--- src/rtl/gp22_seq_ctrl.sv ---
// GP22 TDC command sequencer: power-on reset and configuration, then an endless
// Init / wait-for-INTN / read-result / read-status measurement loop.
module gp22_seq_ctrl #(
  parameter logic [31:0] CFG_REG0    = 32'h0000_0000,
  parameter logic [31:0] CFG_REG1    = 32'h0000_0000,
  parameter logic [31:0] CFG_REG2    = 32'h0000_0000,
  parameter logic [31:0] CFG_REG3    = 32'h0000_0000,
  parameter logic [31:0] CFG_REG4    = 32'h0000_0000,
  parameter logic [31:0] CFG_REG5    = 32'h0000_0000,
  parameter logic [31:0] CFG_REG6    = 32'h0000_0000,
  parameter logic [15:0] RESET_WAIT  = 16'd256,
  parameter logic [15:0] TIMEOUT_CYC = 16'd4000
) (
  input  logic        clk,
  input  logic        rst_n,
  input  logic        start_en,
  input  logic        tdc_intn,
  output logic        CMD_TDCwr,
  output logic        CMD_TDCrd,
  output logic        CMD_TDC1byte,
  output logic [7:0]  TDC_CMD,
  output logic [31:0] TDC_WRdata,
  input  logic        TDC_CMDack,
  input  logic [31:0] TDC_RDdata,
  input  logic        TDC_CMDdone,
  output logic        cfg_done,
  output logic [31:0] tdc_result,
  output logic [15:0] tdc_status,
  output logic        result_valid,
  output logic        timeout_err
);

  typedef enum logic [3:0] {
    ST_RST_WAIT, ST_POR, ST_CFG_WR, ST_IDLE, ST_INIT,
    ST_WAIT_INT, ST_RD_RES, ST_RD_STAT, ST_OUT
  } state_t;

  typedef enum logic [1:0] {PH_ISSUE, PH_ACK, PH_DONE} phase_t;

  localparam logic [2:0] REQ_WR = 3'b100;
  localparam logic [2:0] REQ_RD = 3'b010;
  localparam logic [2:0] REQ_1B = 3'b001;

  state_t      state_q, state_d;
  phase_t      phase_q, phase_d;
  logic [2:0]  req_q, req_d;
  logic [7:0]  tdc_cmd_q, tdc_cmd_d;
  logic [31:0] wrdata_q, wrdata_d;
  logic [2:0]  idx_q, idx_d;
  logic [15:0] cnt_q, cnt_d;
  logic [31:0] hold_q, hold_d;
  logic        cfg_done_q, cfg_done_d;
  logic [31:0] tdc_result_q, tdc_result_d;
  logic [15:0] tdc_status_q, tdc_status_d;
  logic        result_valid_q, result_valid_d;
  logic        timeout_err_q, timeout_err_d;
  logic        intn_s1_q, intn_s2_q;

  logic        is_cmd_s;
  logic [2:0]  kind_s;
  logic [7:0]  op_s;
  logic [31:0] wdata_s;
  logic        xfer_done_s;

  function automatic logic [31:0] cfg_val(input logic [2:0] idx);
    case (idx)
      3'd0:    cfg_val = CFG_REG0;
      3'd1:    cfg_val = CFG_REG1;
      3'd2:    cfg_val = CFG_REG2;
      3'd3:    cfg_val = CFG_REG3;
      3'd4:    cfg_val = CFG_REG4;
      3'd5:    cfg_val = CFG_REG5;
      3'd6:    cfg_val = CFG_REG6;
      default: cfg_val = 32'h0000_0000;
    endcase
  endfunction

  // Command attached to each command-issuing state
  always_comb begin
    is_cmd_s = 1'b1;
    kind_s   = REQ_1B;
    op_s     = 8'h00;
    wdata_s  = 32'h0000_0000;
    case (state_q)
      ST_POR:     op_s = 8'h50;
      ST_CFG_WR: begin
        kind_s  = REQ_WR;
        op_s    = 8'h80 + {5'd0, idx_q};
        wdata_s = cfg_val(idx_q);
      end
      ST_INIT:    op_s = 8'h70;
      ST_RD_RES: begin
        kind_s = REQ_RD;
        op_s   = 8'hB0;
      end
      ST_RD_STAT: begin
        kind_s = REQ_RD;
        op_s   = 8'hB4;
      end
      default:    is_cmd_s = 1'b0;
    endcase
  end

  assign xfer_done_s = is_cmd_s && (phase_q == PH_DONE) && TDC_CMDdone;

  // Request handshake and next-state logic
  always_comb begin
    state_d        = state_q;
    phase_d        = phase_q;
    req_d          = req_q;
    tdc_cmd_d      = tdc_cmd_q;
    wrdata_d       = wrdata_q;
    idx_d          = idx_q;
    cnt_d          = cnt_q;
    hold_d         = hold_q;
    cfg_done_d     = cfg_done_q;
    tdc_result_d   = tdc_result_q;
    tdc_status_d   = tdc_status_q;
    result_valid_d = 1'b0;
    timeout_err_d  = 1'b0;

    if (is_cmd_s) begin
      case (phase_q)
        PH_ISSUE: begin
          req_d     = kind_s;
          tdc_cmd_d = op_s;
          wrdata_d  = wdata_s;
          phase_d   = PH_ACK;
        end
        PH_ACK: begin
          if (TDC_CMDack) begin
            req_d   = 3'b000;
            phase_d = PH_DONE;
          end else begin
            req_d = req_q;
          end
        end
        PH_DONE: phase_d = PH_DONE;
        default: phase_d = PH_ISSUE;
      endcase
    end else begin
      phase_d = PH_ISSUE;
    end

    // Every completed transfer rearms the handshake for the following command
    if (xfer_done_s) begin
      phase_d = PH_ISSUE;
    end else begin
      phase_d = phase_d;
    end

    case (state_q)
      ST_RST_WAIT: begin
        if (cnt_q >= RESET_WAIT - 16'd1) begin
          state_d = ST_POR;
          cnt_d   = 16'd0;
        end else begin
          cnt_d = cnt_q + 16'd1;
        end
      end
      ST_POR: begin
        if (xfer_done_s) begin
          state_d = ST_CFG_WR;
          idx_d   = 3'd0;
        end else begin
          state_d = ST_POR;
        end
      end
      ST_CFG_WR: begin
        if (xfer_done_s && (idx_q == 3'd6)) begin
          cfg_done_d = 1'b1;
          state_d    = ST_IDLE;
        end else if (xfer_done_s) begin
          idx_d = idx_q + 3'd1;
        end else begin
          idx_d = idx_q;
        end
      end
      ST_IDLE: begin
        if (start_en) begin
          state_d = ST_INIT;
        end else begin
          state_d = ST_IDLE;
        end
      end
      ST_INIT: begin
        if (xfer_done_s) begin
          cnt_d   = 16'd0;
          state_d = ST_WAIT_INT;
        end else begin
          state_d = ST_INIT;
        end
      end
      ST_WAIT_INT: begin
        if (!intn_s2_q) begin
          state_d = ST_RD_RES;
        end else if (cnt_q == TIMEOUT_CYC - 16'd1) begin
          timeout_err_d = 1'b1;
          state_d       = ST_IDLE;
        end else if (cnt_q != 16'hFFFF) begin
          cnt_d = cnt_q + 16'd1;
        end else begin
          cnt_d = cnt_q;
        end
      end
      ST_RD_RES: begin
        if (xfer_done_s) begin
          hold_d  = TDC_RDdata;
          state_d = ST_RD_STAT;
        end else begin
          state_d = ST_RD_RES;
        end
      end
      ST_RD_STAT: begin
        // Outputs are loaded here so result_valid follows the done pulse by one cycle
        if (xfer_done_s) begin
          tdc_result_d   = hold_q;
          tdc_status_d   = TDC_RDdata[31:16];
          result_valid_d = 1'b1;
          state_d        = ST_OUT;
        end else begin
          state_d = ST_RD_STAT;
        end
      end
      ST_OUT: begin
        if (start_en) begin
          state_d = ST_INIT;
        end else begin
          state_d = ST_IDLE;
        end
      end
      default: state_d = ST_RST_WAIT;
    endcase
  end

  // State and output registers with synchronous reset
  always_ff @(posedge clk) begin
    if (!rst_n) begin
      state_q        <= ST_RST_WAIT;
      phase_q        <= PH_ISSUE;
      req_q          <= 3'b000;
      tdc_cmd_q      <= 8'h00;
      wrdata_q       <= 32'h0000_0000;
      idx_q          <= 3'd0;
      cnt_q          <= 16'd0;
      hold_q         <= 32'h0000_0000;
      cfg_done_q     <= 1'b0;
      tdc_result_q   <= 32'h0000_0000;
      tdc_status_q   <= 16'h0000;
      result_valid_q <= 1'b0;
      timeout_err_q  <= 1'b0;
      intn_s1_q      <= 1'b1;
      intn_s2_q      <= 1'b1;
    end else begin
      state_q        <= state_d;
      phase_q        <= phase_d;
      req_q          <= req_d;
      tdc_cmd_q      <= tdc_cmd_d;
      wrdata_q       <= wrdata_d;
      idx_q          <= idx_d;
      cnt_q          <= cnt_d;
      hold_q         <= hold_d;
      cfg_done_q     <= cfg_done_d;
      tdc_result_q   <= tdc_result_d;
      tdc_status_q   <= tdc_status_d;
      result_valid_q <= result_valid_d;
      timeout_err_q  <= timeout_err_d;
      intn_s1_q      <= tdc_intn;
      intn_s2_q      <= intn_s1_q;
    end
  end

  assign CMD_TDCwr    = req_q[2];
  assign CMD_TDCrd    = req_q[1];
  assign CMD_TDC1byte = req_q[0];
  assign TDC_CMD      = tdc_cmd_q;
  assign TDC_WRdata   = wrdata_q;
  assign cfg_done     = cfg_done_q;
  assign tdc_result   = tdc_result_q;
  assign tdc_status   = tdc_status_q;
  assign result_valid = result_valid_q;
  assign timeout_err  = timeout_err_q;

endmodule

--- config.mk ---
export PLATFORM = sky130hd
export DESIGN_NAME = gp22_seq_ctrl
export DESIGN_NICKNAME = d
export VERILOG_FILES = /design/src/rtl/gp22_seq_ctrl.sv
export SDC_FILE = /design/constraint.sdc
export NUM_CORES = 1
export LEC_CHECK = 0
export CAP_MARGIN = 0
export CORE_MARGIN = 2
export CORE_UTILIZATION = 35
export CTS_CLUSTER_SIZE = 40
export DETAILED_ROUTE_END_ITERATION = 6
export PLACE_DENSITY_LB_ADDON = 0.2
export SYNTH_ARGS = -nofsm -noshare
export SYNTH_HDL_FRONTEND = slang
export SYNTH_SLANG_ARGS = --single-unit
--- constraint.sdc ---
create_clock -name clk -period 5.25 [get_ports clk]
set_clock_uncertainty 0.1 [all_clocks]
set_input_delay 1.05 -clock clk [delete_from_list [all_inputs] [get_ports clk]]
set_output_delay 1.05 -clock clk [all_outputs]
set_load 0.05 [all_outputs]
==> results.sh <==
export IMPL_status="finished, final reports clean"
export IMPL_cp_end_kind="flip-flop"
export IMPL_synth_top_area_cell="dfxtp_1"
export IMPL_synthDistinctLibCells=44
export IMPL_cts_resized=0
export IMPL_syn_avg_cell_area_um2=8.34
export IMPL_yosysTopAreaCellShare_pct=46.4
export IMPL_place_congestion=0.849
export IMPL_relSlewSlack_pct=17.0
export IMPL_firstDrtPassIters=4
export IMPL_path_depth=7
export IMPL_synth_edff_count=0
export IMPL_grt_pass1_wl_um=20200
export IMPL_clockBufferDepth=2
export IMPL_n_antenna_cell=0
export IMPL_drt_iter0_drc=266
export IMPL_seq_area_frac_synth_pct=46.4
export IMPL_min_path_type="reg2reg"
export IMPL_synth_common_cells="120 x dfxtp_1, 114 x nand2_1, 63 x a21oi_1, 62 x nor2_1, 38 x mux2i_1"
export IMPL_cts_tree="done"
export IMPL_tightestPinTransition_ps=1240
export IMPL_nFillCells=1400
export IMPL_max_freq_ghz=0.300
export IMPL_crit_arrival_ps=3570
export IMPL_syn_area_um2=5180
export IMPL_hold_violations=0
export IMPL_power_density_nw_per_um2=328
export IMPL_p_int_mw=1.72
export IMPL_clkSinkCount=120
export IMPL_power_switching_uw=493
export IMPL_stdcell_area_um2=6740
export IMPL_grt_max_degree=67
export IMPL_start_util_pct=35.8
export IMPL_dp_cells=865
export IMPL_remaining_drc_errors=0
export IMPL_clkLatencyLatePin_ps=410
export IMPL_critPathLaunchType="primary input"
export IMPL_swShare_pct=22.3
export IMPL_crit_fanout=17
export IMPL_p_seq_share_pct=41.5
export IMPL_final_antenna_net_count=0
export IMPL_gr_total_overflow=0
export IMPL_cts_hold_buf=0
export IMPL_r2r_cells=6
export IMPL_clk_pin_slew_ps=50
export IMPL_ys_ff_latch=120
export IMPL_finalWirelength_um=12200
export IMPL_place_area_um2=6130
export IMPL_cts_buffers_inserted=17
export IMPL_reg2reg_to="hold_q[27]"
export IMPL_syn_to_final_growth_pct=30.1
export IMPL_combPwrFrac_pct=5.0
export IMPL_min_path_cells=1
export IMPL_layout_nets=745
export IMPL_hpwl_um=8080
export IMPL_synthMostInstantiatedCell="dfxtp_1"
export IMPL_holdPathEnd="intn_s2_q"
export IMPL_fp_row_count=44
export IMPL_p_clk_share_pct=53.6
export IMPL_worst_path_buf_inv=1
export IMPL_synth_area_leaders="dfxtp_1 46%, nand2_1 8.3%, mux2i_1 7.3%"
export IMPL_drive_gt1_share_pct=5.33
export IMPL_slew_viol_final=0
export IMPL_whs_ps=320
export IMPL_ys_warn_count=0
export IMPL_rrSetupSlack_ps=2140
export IMPL_rsz0062_at_grt="false"
export IMPL_crit_path_cell_trace="clkdlybuf4s50_1, nand2_1, a21oi_1, a31oi_1, or4_1, or4b_1, o21ai_1"
export IMPL_coreArea_um2=14500
export IMPL_peakVddDrop_mv=0.157
export IMPL_crit_type="in2reg"
export IMPL_power_leakage_nw=2.60
export IMPL_finalSetupViolCount=0
export IMPL_min_delay_start="intn_s1_q"
export IMPL_period_share_pct=63.4
export IMPL_finalSetupTns_ps=0
export IMPL_syn_inst=621
export IMPL_antenna_found_initial=0
export IMPL_critPathMaxStageDelay_ps=810
export IMPL_fin_util_pct=46.5
export IMPL_die_height_um=126
export IMPL_fin_cells=897
export IMPL_r2r_start="state_q[2]"
export IMPL_critPathTopFamily="simple AND/OR/NAND/NOR gates"
export IMPL_grt_usage_pct=15.6
export IMPL_grt_pass1_vias=4110
export IMPL_vias_per_cell=4.87
export IMPL_wl_per_cell_um=13.6
export IMPL_port_buffer_count=98
export IMPL_cts_root_buf="clkbuf_16"
export IMPL_cp_slowest_cell="or4_1"
export IMPL_cts_htree_levels=4
export IMPL_synth_async_sr_flop_share_pct=0
export IMPL_maxCapViolations=0
export IMPL_min_period_ps=3330
export IMPL_crit_required_ps=5490
export IMPL_die_w_um=126
export IMPL_cts_setup_buffers=0
export IMPL_synth_ff_type="dfxtp_1"
export IMPL_ios=132
export IMPL_vias=4366
export IMPL_die_area_um2=15800
## power groups by stage
stage	Sequential, mW	Clock [mW]	Combinational, mW
after floorplan	0.935	0	0.0901
after global placement	0.936	0	0.108
after detailed placement	0.936	0	0.109
after CTS	0.916	1.21	0.109
after global routing	0.916	1.25	0.115
final	0.917	1.18	0.109
## cell families (layout without fill, tap and decap cells)
family                   count (synthesis)  after routing  share of synthesized area [%]
AND/OR/NAND/NOR                        246            246                           21.3
AO/OA/AOI/OAI                          125            125                           14.2
flip-flops                             120            120                           46.4
buffers and inverters                   83            143                           8.84
multiplexers                            38             38                           7.34
adder cells (fa/ha/maj)                  7              7                           1.69
other                                    1             33                         0.0724
XOR/XNOR                                 1              1                          0.169
## placed cells by master (no fill, tap or decap), types with 9 or more instances in the layout
cell type	n
a21oi_1	63
clkbuf_16	17
clkdlybuf4s50_1	98
conb_1	33
dfxtp_1	120
inv_1	9
mux2i_1	38
nand2_1	114
nand3_1	14
nor2_1	62
nor2b_1	13
o211ai_1	13
o21ai_0	13
o31ai_1	9
## flip-flops by register name, summed over array words and instances, names as in the netlist, 3 cells and up
signal / flops
hold_q: 32
tdc_result: 32
idx_q: 3
TDC_CMD: 7
tdc_status: 16
req_q: 3
state_q: 4
cnt_q: 16
## layout make-up
class                      instances  area, um^2  area share [%]
timing repair buffer             101        1020            15.1
inverter                          10        37.5           0.557
sequential                       120        2400            35.7
clock inverter                    11         145            2.15
clock buffer                      21         460            6.84
multi-input combinational        450        2440            36.3
tap                              184         230            3.42
## worst max-delay path by stage
stage                           end  slack [ps]        start
final                     cnt_q[12]        1920  TDC_CMDdone
after detailed placement  cnt_q[12]        1530  TDC_CMDdone
after floorplan           cnt_q[12]        2650  TDC_CMDdone
after CTS                 cnt_q[12]        1950  TDC_CMDdone
after global routing      cnt_q[12]        1830  TDC_CMDdone
after global placement    cnt_q[12]        1570  TDC_CMDdone
## through the flow
stage          power [mW]  worst slack [ps]
3_5_place_dp         1.05              1530
5_1_grt              2.28              1830
2_1_floorplan        1.03              2650
3_3_place_gp         1.04              1570
4_1_cts              2.23              1950
6_report             2.21              1920
## per-layer routing
layer / share of wire [%] / GRT usage (%)
met1: 45 / 19.1
met2: 50 / 26.3
met3: 4.2 / 3.65
met4: 1.2 / 6.67
met5: 0 / 0
(Power assumes the default switching activity.)
